`config.mk`:
```
export PLATFORM = sky130hd
export DESIGN_NAME = restoring_divider_flat
export DESIGN_NICKNAME = d
export VERILOG_FILES = /design/src/rtl/tt_arith_pkg.sv /design/src/rtl/restoring_divider_if.sv /design/src/rtl/div_step.sv /design/src/rtl/restoring_divider.sv /design/src/flat_wrapper.sv
export SDC_FILE = /design/constraint.sdc
export NUM_CORES = 1
export LEC_CHECK = 0
export CAP_MARGIN = 20
export CORE_UTILIZATION = 35
export CTS_CLUSTER_SIZE = 12
export DETAILED_ROUTE_END_ITERATION = 8
export GPL_TIMING_DRIVEN = 0
export PLACE_DENSITY = 0.59
export SYNTH_ARGS = -nofsm -noshare
export SYNTH_HDL_FRONTEND = slang
export SYNTH_SLANG_ARGS = --single-unit
```
`constraint.sdc`:
```
create_clock -name clk -period 5.84 [get_ports clk]
set_clock_uncertainty 0.2 [all_clocks]
set_input_delay 0.876 -clock clk [delete_from_list [all_inputs] [get_ports clk]]
set_output_delay 0.876 -clock clk [all_outputs]
set_load 0.1 [all_outputs]
```
`src/rtl/tt_arith_pkg.sv`:
```
// Shared arithmetic package: divider FSM states and default operand widths.
package tt_arith_pkg;

  localparam int unsigned DW_DEF = 12;
  localparam int unsigned VW_DEF = 6;
  localparam int unsigned CW_DEF = $clog2(DW_DEF);

  typedef enum logic [1:0] {
    S_IDLE = 2'd0,
    S_RUN  = 2'd1,
    S_DONE = 2'd2
  } state_t;

endpackage

```
`src/rtl/restoring_divider_if.sv`:
```
// Operand/result handshake bundle for the restoring divider.
interface restoring_divider_if #(
  parameter int unsigned DW = tt_arith_pkg::DW_DEF,
  parameter int unsigned VW = tt_arith_pkg::VW_DEF
);

  logic          in_valid;
  logic          in_ready;
  logic [DW-1:0] dividend;
  logic [VW-1:0] divisor;
  logic          out_valid;
  logic          out_ready;
  logic [DW-1:0] quotient;
  logic [VW-1:0] remainder;
  logic          div_zero;

  modport master (
    output in_valid, dividend, divisor, out_ready,
    input  in_ready, out_valid, quotient, remainder, div_zero
  );

  modport slave (
    input  in_valid, dividend, divisor, out_ready,
    output in_ready, out_valid, quotient, remainder, div_zero
  );

endinterface

```
`src/rtl/div_step.sv`:
```
// One radix-2 restoring step: shift in the next dividend bit, trial-subtract the divisor.
module div_step #(
  parameter int unsigned VW = tt_arith_pkg::VW_DEF
) (
  input  logic [VW:0]   r,
  input  logic          q_msb,
  input  logic [VW-1:0] d,
  output logic [VW:0]   r_next,
  output logic          q_bit
);

  logic [VW+1:0] shifted;
  logic [VW+1:0] trial;

  // Negative trial result (sign bit set) means restore the shifted remainder.
  always_comb begin
    shifted = {r, q_msb};
    trial   = shifted - (VW+2)'(d);
    q_bit   = ~trial[VW+1];
    r_next  = trial[VW+1] ? shifted[VW:0] : trial[VW:0];
  end

endmodule

```
`src/rtl/restoring_divider.sv`:
```
// Sequential unsigned restoring divider, one quotient bit per clock.
module restoring_divider
  import tt_arith_pkg::*;
#(
  parameter int unsigned DW = DW_DEF,
  parameter int unsigned VW = VW_DEF
) (
  input logic               clk,
  input logic               rst_n,
  restoring_divider_if.slave bus
);

  localparam int unsigned CW = $clog2(DW);

  state_t        state_q, state_d;
  logic [CW-1:0] cnt_q, cnt_d;
  logic [DW-1:0] q_q, q_d;
  logic [VW:0]   r_q, r_d;
  logic [VW-1:0] d_q, d_d;
  logic [DW-1:0] quo_q, quo_d;
  logic [VW-1:0] rem_q, rem_d;
  logic          dz_q, dz_d;
  logic          in_ready_q, in_ready_d;
  logic          out_valid_q, out_valid_d;

  logic [VW:0]   r_next;
  logic          q_bit;

  div_step #(.VW(VW)) u_step (
    .r      (r_q),
    .q_msb  (q_q[DW-1]),
    .d      (d_q),
    .r_next (r_next),
    .q_bit  (q_bit)
  );

  // Next-state, datapath and registered-output values.
  always_comb begin
    state_d     = state_q;
    cnt_d       = cnt_q;
    q_d         = q_q;
    r_d         = r_q;
    d_d         = d_q;
    quo_d       = quo_q;
    rem_d       = rem_q;
    dz_d        = dz_q;
    case (state_q)
      S_IDLE: begin
        if (bus.in_valid) begin
          q_d = bus.dividend;
          d_d = bus.divisor;
          r_d = '0;
          if (bus.divisor != '0) begin
            cnt_d   = CW'(DW - 1);
            state_d = S_RUN;
          end else begin
            quo_d   = '1;
            rem_d   = bus.dividend[VW-1:0];
            dz_d    = 1'b1;
            state_d = S_DONE;
          end
        end
      end
      S_RUN: begin
        q_d   = {q_q[DW-2:0], q_bit};
        r_d   = r_next;
        cnt_d = cnt_q - CW'(1);
        if (cnt_q == '0) begin
          quo_d   = {q_q[DW-2:0], q_bit};
          rem_d   = r_next[VW-1:0];
          dz_d    = 1'b0;
          state_d = S_DONE;
        end
      end
      S_DONE: begin
        if (bus.out_ready) state_d = S_IDLE;
      end
      default: state_d = S_IDLE;
    endcase
    in_ready_d  = (state_d == S_IDLE);
    out_valid_d = (state_d == S_DONE);
  end

  // State, datapath and output registers.
  always_ff @(posedge clk or negedge rst_n) begin
    if (!rst_n) begin
      state_q     <= S_IDLE;
      cnt_q       <= '0;
      q_q         <= '0;
      r_q         <= '0;
      d_q         <= '0;
      quo_q       <= '0;
      rem_q       <= '0;
      dz_q        <= 1'b0;
      in_ready_q  <= 1'b1;
      out_valid_q <= 1'b0;
    end else begin
      state_q     <= state_d;
      cnt_q       <= cnt_d;
      q_q         <= q_d;
      r_q         <= r_d;
      d_q         <= d_d;
      quo_q       <= quo_d;
      rem_q       <= rem_d;
      dz_q        <= dz_d;
      in_ready_q  <= in_ready_d;
      out_valid_q <= out_valid_d;
    end
  end

  assign bus.in_ready  = in_ready_q;
  assign bus.out_valid = out_valid_q;
  assign bus.quotient  = quo_q;
  assign bus.remainder = rem_q;
  assign bus.div_zero  = dz_q;

endmodule

```
`src/flat_wrapper.sv`:
```
// flat-port wrapper written by rule: the top's interface ports become plain ports
module restoring_divider_flat import tt_arith_pkg::*;
#(
  parameter int unsigned DW = DW_DEF,
  parameter int unsigned VW = VW_DEF
)
  (clk, rst_n, bus_in_valid, bus_dividend, bus_divisor, bus_out_ready, bus_in_ready, bus_out_valid, bus_quotient, bus_remainder, bus_div_zero);
  restoring_divider_if #(.DW(DW), .VW(VW)) bus_i ();
  input logic clk;
  input logic rst_n;
  input wire logic [$bits(bus_i.in_valid)-1:0] bus_in_valid;
  input wire logic [$bits(bus_i.dividend)-1:0] bus_dividend;
  input wire logic [$bits(bus_i.divisor)-1:0] bus_divisor;
  input wire logic [$bits(bus_i.out_ready)-1:0] bus_out_ready;
  output wire logic [$bits(bus_i.in_ready)-1:0] bus_in_ready;
  output wire logic [$bits(bus_i.out_valid)-1:0] bus_out_valid;
  output wire logic [$bits(bus_i.quotient)-1:0] bus_quotient;
  output wire logic [$bits(bus_i.remainder)-1:0] bus_remainder;
  output wire logic [$bits(bus_i.div_zero)-1:0] bus_div_zero;
  assign bus_i.in_valid = bus_in_valid;
  assign bus_i.dividend = bus_dividend;
  assign bus_i.divisor = bus_divisor;
  assign bus_i.out_ready = bus_out_ready;
  assign bus_in_ready = bus_i.in_ready;
  assign bus_out_valid = bus_i.out_valid;
  assign bus_quotient = bus_i.quotient;
  assign bus_remainder = bus_i.remainder;
  assign bus_div_zero = bus_i.div_zero;
  restoring_divider #(.DW(DW), .VW(VW)) u_core (.clk(clk), .rst_n(rst_n), .bus(bus_i));
endmodule
```
# [After elaboration in Yosys (flattened, before gate mapping)]
# Index checks and enable logic that the tools add are counted.
[totals] input_bits=22 out_inout_bits=21 regBits=52
[op_classes] reduce_logical=9 addsub=2 n_eq_ne=7 n_bitwise=1 mux=25
[op_table] cell="2-to-1 mux 12 bit" n=4
[op_table] cell="case mux 12 bit (2 select lines)" n=2
[op_table] cell="2-to-1 mux 6 bit" n=3
[op_table] cell="2-to-1 mux 7 bit" n=2
[op_table] cell="case mux 7 bit (2 select lines)" n=1
[op_table] cell="case mux 6 bit (2 select lines)" n=1
[op_table] cell="2-to-1 mux 2 bit" n=4
[op_table] cell="2-to-1 mux 4 bit" n=2
[op_table] cell="case mux 4 bit (2 select lines)" n=1
[op_table] cell="subtractor 8 x 6 -> 8 bit" n=1
[op_table] cell="case mux 2 bit (3 select lines)" n=1
[op_table] cell="nonzero test 6 bit" n=1
[op_table] cell="equality test 2 bit (second input constant)" n=2
[op_table] cell="zero test 2 bit" n=2
[op_table] cell="zero test 4 bit" n=1
[op_table] cell="!= test 2 x 1 -> 1 bit (second input constant)" n=2
[op_table] cell="!= test 2 bit (second input constant)" n=2
[op_table] cell="AND reduction 2 bit" n=2
[op_table] cell="AND reduction 4 bit" n=1
[op_table] cell="subtractor 4 x 1 -> 4 bit (second input constant)" n=1
[op_table] cell="2-to-1 mux 1 bit" n=3
[op_table] cell="AND reduction 3 bit" n=1
[op_table] cell="equality test 2 x 1 -> 1 bit (second input constant)" n=1
[op_table] cell="case mux 1 bit (2 select lines)" n=1
[op_table] cell="other kinds (2)" n=2

# [Depth between registers and ports, before layout]
# Gate-level depths: netlist (run 1).
[logic_depth] word_depth=5 ltp_mapped=10 depth_no_buf=10

# [Cells and area by module]
# From an unflattened synthesis (run 1), not the netlist that was laid out.
[hier_totals] hier_cells=238 hier_area_um2=2630.0
[by_module_without_submodules] mod="restoring_divider" area_each_um2=2197.1 n_inst=1 cells_each=182
[by_module_without_submodules] mod="div_step" area_each_um2=432.9 n_inst=1 cells_each=56

# [Least setup slack after synthesis (run 1)]
# OpenSTA, ideal clock, no wires.
[synth_path] path_type="input port to flip-flop" from="input bus_divisor[5]" to="register u_core.rem_q[5], in the netlist u_core.bus.remainder[5]" stages=7 setup_ps=119 slack_ps=3498 t_arrival_ps=2023 n_path_buf=1 cell_sequence="nor2_1 -> nand3_1 -> nor2_1 -> clkbuf_1 -> nor2_1 -> a21oi_1 -> a21bo_2"
[synth_via] elab_chain_len=3
[synth_rtl] item="from (decl)" line="flat_wrapper.sv:13" source="input wire logic [$bits(bus_i.divisor)-1:0] bus_divisor;"
[synth_rtl] item="nonzero test 6 bit" line="restoring_divider.sv:53" source="if (bus.divisor != '0) begin"
[synth_rtl] item="!= test 2 bit (no source line)"
[synth_rtl] item="AND reduction 4 bit (no source line)"
[synth_rtl] item="to (signal assigned)" line="restoring_divider.sv:104" source="rem_q <= rem_d;"
[synth_rtl] item="to (decl)" line="restoring_divider.sv:21" source="logic [VW-1:0] rem_q, rem_d;"
# No other way between the ends.
# A chain may end at the register's enable or synchronous reset.

# [Worst setup path in the final report (run 1)]
[layout_path] from="register u_core.in_ready_q, in the netlist u_core.bus.in_ready" to="output bus_in_ready"
[layout_rtl] item="from (decl)" line="restoring_divider.sv:23" source="logic in_ready_q, in_ready_d;"
[layout_rtl] item="from (signal assigned)" line="restoring_divider.sv:106" source="in_ready_q <= in_ready_d;"
[layout_rtl] item="to (decl)" line="flat_wrapper.sv:15" source="output wire logic [$bits(bus_i.in_ready)-1:0] bus_in_ready;"
# No word-level cell between the ends.

==> results of run 1 <==
[metrics by stage]
step | util | cell area (sq um) | setup slack (ns) | instances
floorplan | - | 2590 | 3.50 | 277
global placement | 0.448 | 3130 | 2.00 | 415
detailed placement | 0.450 | 3140 | 2.61 | 416
CTS | 0.463 | 3230 | 2.80 | 424
global route | 0.463 | 3230 | 2.70 | 424
finish | 0.463 | 3230 | 2.81 | 424
[layer usage]
metal  vias up  GRT usage
li1       1047          -
met1      1040      0.263
met2        55      0.271
met3         4     0.0254
met4         0     0.0626
met5         -          0
[worst max path at each step]
| stage | endpoint |
|---|---|
| 6_report | bus_in_ready |
| 5_1_grt | u_core.bus.remainder[5]$_DFFE_PN0P_ |
| 4_1_cts | bus_in_ready |
| 3_5_place_dp | u_core.bus.remainder[5]$_DFFE_PN0P_ |
| 3_3_place_gp | u_core.q_q[2]$_DFFE_PN0P_ |
| 2_1_floorplan | u_core.bus.remainder[5]$_DFFE_PN0P_ |
[cells in the mapped netlist, types with 2 or more instances]
cell,number,share of area
ha_1,9,0.044
o22ai_1,2,0.0048
nand2_1,58,0.084
a31oi_1,12,0.029
a21oi_1,18,0.035
o21ai_0,24,0.046
buf_2,3,0.0058
inv_1,12,0.017
mux2i_1,3,0.012
and3_1,2,0.0048
nand3_1,3,0.0058
clkbuf_1,6,0.0087
o21a_1,3,0.0087
nor2_1,29,0.042
xor2_1,4,0.014
a22oi_1,2,0.0058
nor3b_1,3,0.0087
dfrtp_1,51,0.49
xnor2_1,3,0.010
[final cells by class]
cell class	instances	area, sq um
fill	710	3750
sequential	52	1300
multi-input combinational	203	1200
timing repair buffer	43	435
tap	96	120
clock buffer	6	82.6
inverter	12	45.0
buffer	10	41.3
clock inverter	2	10.0
[sequential cells by signal, indices dropped and copies added (netlist names)]
register              count
u_core.bus.quotient      12
u_core.q_q               12
u_core.r_q                7
u_core.bus.remainder      6
u_core.d_q                6
u_core.cnt_q              4
u_core.state_q            2
u_core.bus.div_zero       1
u_core.bus.in_ready       1
u_core.bus.out_valid      1
[cells by family after synthesis]
| logic type | after synthesis |
|---|---|
| AND/OR/NAND/NOR | 106 |
| AO/OA/AOI/OAI | 76 |
| flip-flops | 52 |
| buffers and inverters | 22 |
| adder cells (fa/ha/maj) | 10 |
| XOR/XNOR | 7 |
| multiplexers | 4 |
[layout by cell type, fill, tap and decap left out, types with 2 or more instances in the layout]
cell type        instances
nand2_1                 58
dfrtp_1                 51
clkdlybuf4s50_1         41
nor2_1                  29
o21ai_0                 24
a21oi_1                 18
inv_1                   12
a31oi_1                 12
ha_1                     9
clkbuf_1                 6
clkbuf_8                 6
buf_2                    4
xor2_1                   4
nand3_1                  3
o21a_1                   3
nor3b_1                  3
mux2i_1                  3
xnor2_1                  3
o22ai_1                  2
and3_1                   2
a22oi_1                  2
clkinv_2                 2
==> impl_metrics.toml, run 1 <==
[cts]
cts.path.max_buffers = 2
cts_tree = "built"
clkTransAtPathRegs_ns = 0.10
cts_hold_buf = 0
ctsRootBufferMaster = "clkbuf_8"
htreeDepth = 2
cts_buffers = 5
postCtsSetupBuffers = 0
clock_latency_ns = 0.31
cts_sinks = 52
cts_resized = 0

[placed_design]
place.gp.congestion = 0.816
port_buffers = 42
place_hpwl_microns = 4620

[sta]
holdWs_ns = 0.301
setup_viol = 0
drv_slew = 0
hold_violations = 0
slew_headroom = 0.348
fmax_mhz = 331
tightest_slew_ns = 0.975
finalSetupTns_ns = 0
rsz0062_at_grt = "false"
fin_crit_ns = 3.03
fin_crit_sh = 0.518

[floorplan]
fp-row-count = 30
die_w_microns = 88.0
io_pins = 43
start_util = 0.370
core_sq_um = 6980
dieHeight_microns = 88.0
dieArea_sq_um = 7740

[worst_setup_path]
end_kind = "output pin"
crit_family = "buffers and inverters"
r2r_cells = 8
required_ns = 4.76
r2r_slack_ns = 3.33
start_kind = "flop"
path_cells = "clkdlybuf4s50_1"
cp_num_cells = 1
cp.arrival_ns = 1.95
critPathMaxFanout = 1
critical-path-max-stage-delay_ns = 1.12
crit-reg2reg-launch = "u_core.d_q[1]$_DFFE_PN0P_"
crit_path_top_delay_cell = "clkdlybuf4s50_1"
r2r_end = "u_core.bus.remainder[0]$_DFFE_PN0P_"
crit_start = "u_core.bus.in_ready$_DFF_PN1_"
crit_type = "reg2out"
cp.buffers_inverters = 1

[drt]
drc = 0
top_layer_used = "met4"
via_count = 2146
drt_iter0_markers = 144
routed_wl_microns = 6280
ant_nets = 0
firstDrtPassIters = 4
routedWlPerCell_microns = 14.8
wl_met2_microns = 2840
avgViaCountPerCell = 5.06
dr_wl_met3_microns = 269
met1_length_microns = 3110

[synth]
yosys.cell_types.count = 49
synth.cell_area_sq_um = 2590
synth_edf_count = 0
synth-adder-area-share = 0.0513
yosys.area_share.simple = 0.182
synth_xor_area_frac = 0.0237
yosysSeqAreaShare = 0.504
async_reset_ff_frac = 1.00
syn_inst = 277
avgSynthCellArea_sq_um = 9.34
synth_compound_area_frac = 0.189
synth_top_family_by_area = "compound AO/OA/AOI/OAI gates"
synth_ff_type = "dfrtp_1"
syn-num-nets = 309
yosysWarnings = 0
ys_seq_elements = 52
synthMuxAreaShare = 0.0174

[grt]
grt_util_all_layers = 0.180
grt_first_pass_wirelength_microns = 10400
grt_start_max_net_pins = 36
grt_pass1_vias = 2093
antenna_found_initial = 0
overflow = 0

[cells_and_area]
drive_gt1_frac = 0.0762
num-nets-final = 359
syn2layout_area_growth_pct = 25.1
n_antenna_cell = 0

[run_status]
status = "completed"

[job]
max-cap-violations = 0

[min_path]
hold_class = "in2async"
Power of run 1 is left out: the tool's default activity adds up to more than one toggle a clock period on the data nets, which glitch-free logic cannot reach.
==> inputs of run 2 (changes only) <==
PLACE_DENSITY = 0.62   (was 0.59)
clock period = 2.5 ns   (was 5.84 ns; I/O delays follow)
==> run 2 against run 1 <==
Net effect:
- flip-flop and latch count is the same
- global-route usage shrank 0.30 points
- routed wire length grew 2.1%
- core utilization grew 1.4 points
- hold slack gained 0.0090 ns
- final area grew 3.0%
- die area is the same
- via count grew 1.9%
- register-to-register slack lost 3.3 ns
- final cell count grew 0.94%
- sequential share of layout area shrank 1.2 points
- critical path type unchanged
==> impl_metrics.toml, run 2 (same netlist as run 1, synthesis figures left out) <==
[placed_design]
dp.cells = 416
place_ws_ns = -0.231
place.gp.congestion = 0.839
placedInstanceArea_sq_um = 3140
place_hpwl_microns = 4750
port_buffers = 42

[worst_setup_path]
crit_path_top_delay_cell = "clkdlybuf4s50_1"
cp.arrival_ns = 1.88
crit_family = "buffers and inverters"
end_kind = "output pin"
start_kind = "flop"
path_cells = "clkdlybuf4s50_1"
critPathMaxFanout = 2
crit-reg2reg-launch = "u_core.r_q[4]$_DFFE_PN0P_"
r2r_end = "u_core.bus.remainder[0]$_DFFE_PN0P_"
r2r_slack_ns = 0.06
r2r_cells = 7
critical-path-max-stage-delay_ns = 1.15
required_ns = 1.92
cp.buffers_inverters = 1
crit_type = "reg2out"

[sta]
fin_ws_ns = 0.0446
fmax_mhz = 407
holdWs_ns = 0.310
fin_crit_ns = 2.46
tightest_slew_ns = 1.00
setup_viol = 0
hold_violations = 0
fin_crit_sh = 0.982
slew_headroom = 0.331
drv_slew = 0
rsz0062_at_grt = "true"

[run_status]
status = "completed"

[drt]
firstDrtPassIters = 4
avgViaCountPerCell = 5.11
drc = 0
routedWlPerCell_microns = 15.0
routed_wl_microns = 6420
drt_iter0_markers = 134
ant_nets = 0
via_count = 2186

[grt]
grt_util_all_layers = 0.177
overflow = 0
antenna_found_initial = 0
grt_start_max_net_pins = 34
grt_first_pass_wirelength_microns = 10300
grt_pass1_vias = 2066

[cells_and_area]
mostFrequentLayoutCells = "nand2_1 (58), dfrtp_1 (51), clkdlybuf4s50_1 (40)"
num-nets-final = 363
drive_gt1_frac = 0.114
syn2layout_area_growth_pct = 28.8
finalNonFillerCells = 428
layout_commonest_cell = "nand2_1"
final_area_sq_um = 3330
n_antenna_cell = 0
num-fill-cells = 698

[cts]
cts.path.max_buffers = 2
clock_latency_ns = 0.31
cts_tree = "built"
ctsRootBufferMaster = "clkbuf_8"
htreeDepth = 2
clkTransAtPathRegs_ns = 0.11
cts_sinks = 52
cts_buffers = 5

[floorplan]
io_pins = 43
core_sq_um = 6980
dieArea_sq_um = 7740
fp-row-count = 30
die_w_microns = 88.0
dieHeight_microns = 88.0
start_util = 0.370

[job]
max-cap-violations = 0

[min_path]
worstHoldEndpoint = "u_core.q_q[0]$_DFFE_PN0P_"
hold_class = "reg2reg"
hold_path_depth = 2
hold_start = "u_core.q_q[0]$_DFFE_PN0P_"
[run 2: changes by cell type in the layout (fill, tap and decap cells not counted), sizes merged]
cell,before,now
buf,6,9
bufinv,0,1
clkbuf,12,11
clkdlybuf4s50,41,40
clkinv,2,1
clkinvlp,0,1
dlygate4sd2,0,1
dlygate4sd3,0,1
[run 2: cell type report]
type                       instances  area, sq um  area share
tap                               96          120      0.0361
clock inverter                     3         42.5      0.0128
multi-input combinational        203         1240       0.373
inverter                          12         45.0      0.0135
clock buffer                       5         68.8      0.0207
sequential                        52         1300       0.391
buffer                            10         42.5      0.0128
timing repair buffer              47          467       0.140
[run 2: worst max-delay path by stage]
stage / start / to / depth (start not counted)
floorplan: u_core.r_q[0]$_DFFE_PN0P_ / u_core.bus.remainder[0]$_DFFE_PN0P_ / 7
global placement: rst_n / u_core.q_q[4]$_DFFE_PN0P_ / 1
detailed placement: bus_in_valid / u_core.bus.quotient[3]$_DFFE_PN0P_ / 7
CTS: u_core.state_q[1]$_DFF_PN0_ / u_core.bus.remainder[5]$_DFFE_PN0P_ / 7
global route: u_core.d_q[1]$_DFFE_PN0P_ / u_core.bus.remainder[0]$_DFFE_PN0P_ / 8
finish: u_core.bus.remainder[2]$_DFFE_PN0P_ / bus_remainder[2] / 1
[run 2: routing by layer]
metal	global-route usage	routed length [microns]	up-vias
li1	-	-	1064
met1	0.255	3150	1063
met2	0.276	2940	54
met3	0.0358	290	5
met4	0.0358	44	0
met5	0	0	-
[run 2: repair_timing]
item | in CTS | in global routing
setup endpoints to repair | 4 | 21
setup buffers | 0 | 3
hold buffers | 1 | 0
pin swaps | 1 | 0
resized for setup | 2 | 13
endpoints found under the hold margin | 18 | 0
[run 2: stage by stage]
stage          utilization  TNS, ns
3_5_place_dp         0.450    -2.76
5_1_grt              0.477  -0.0415
4_1_cts              0.468        0
2_1_floorplan            -        0
3_3_place_gp         0.448   -44.66
6_report             0.477        0
Power of run 2 is left out for the same reason.
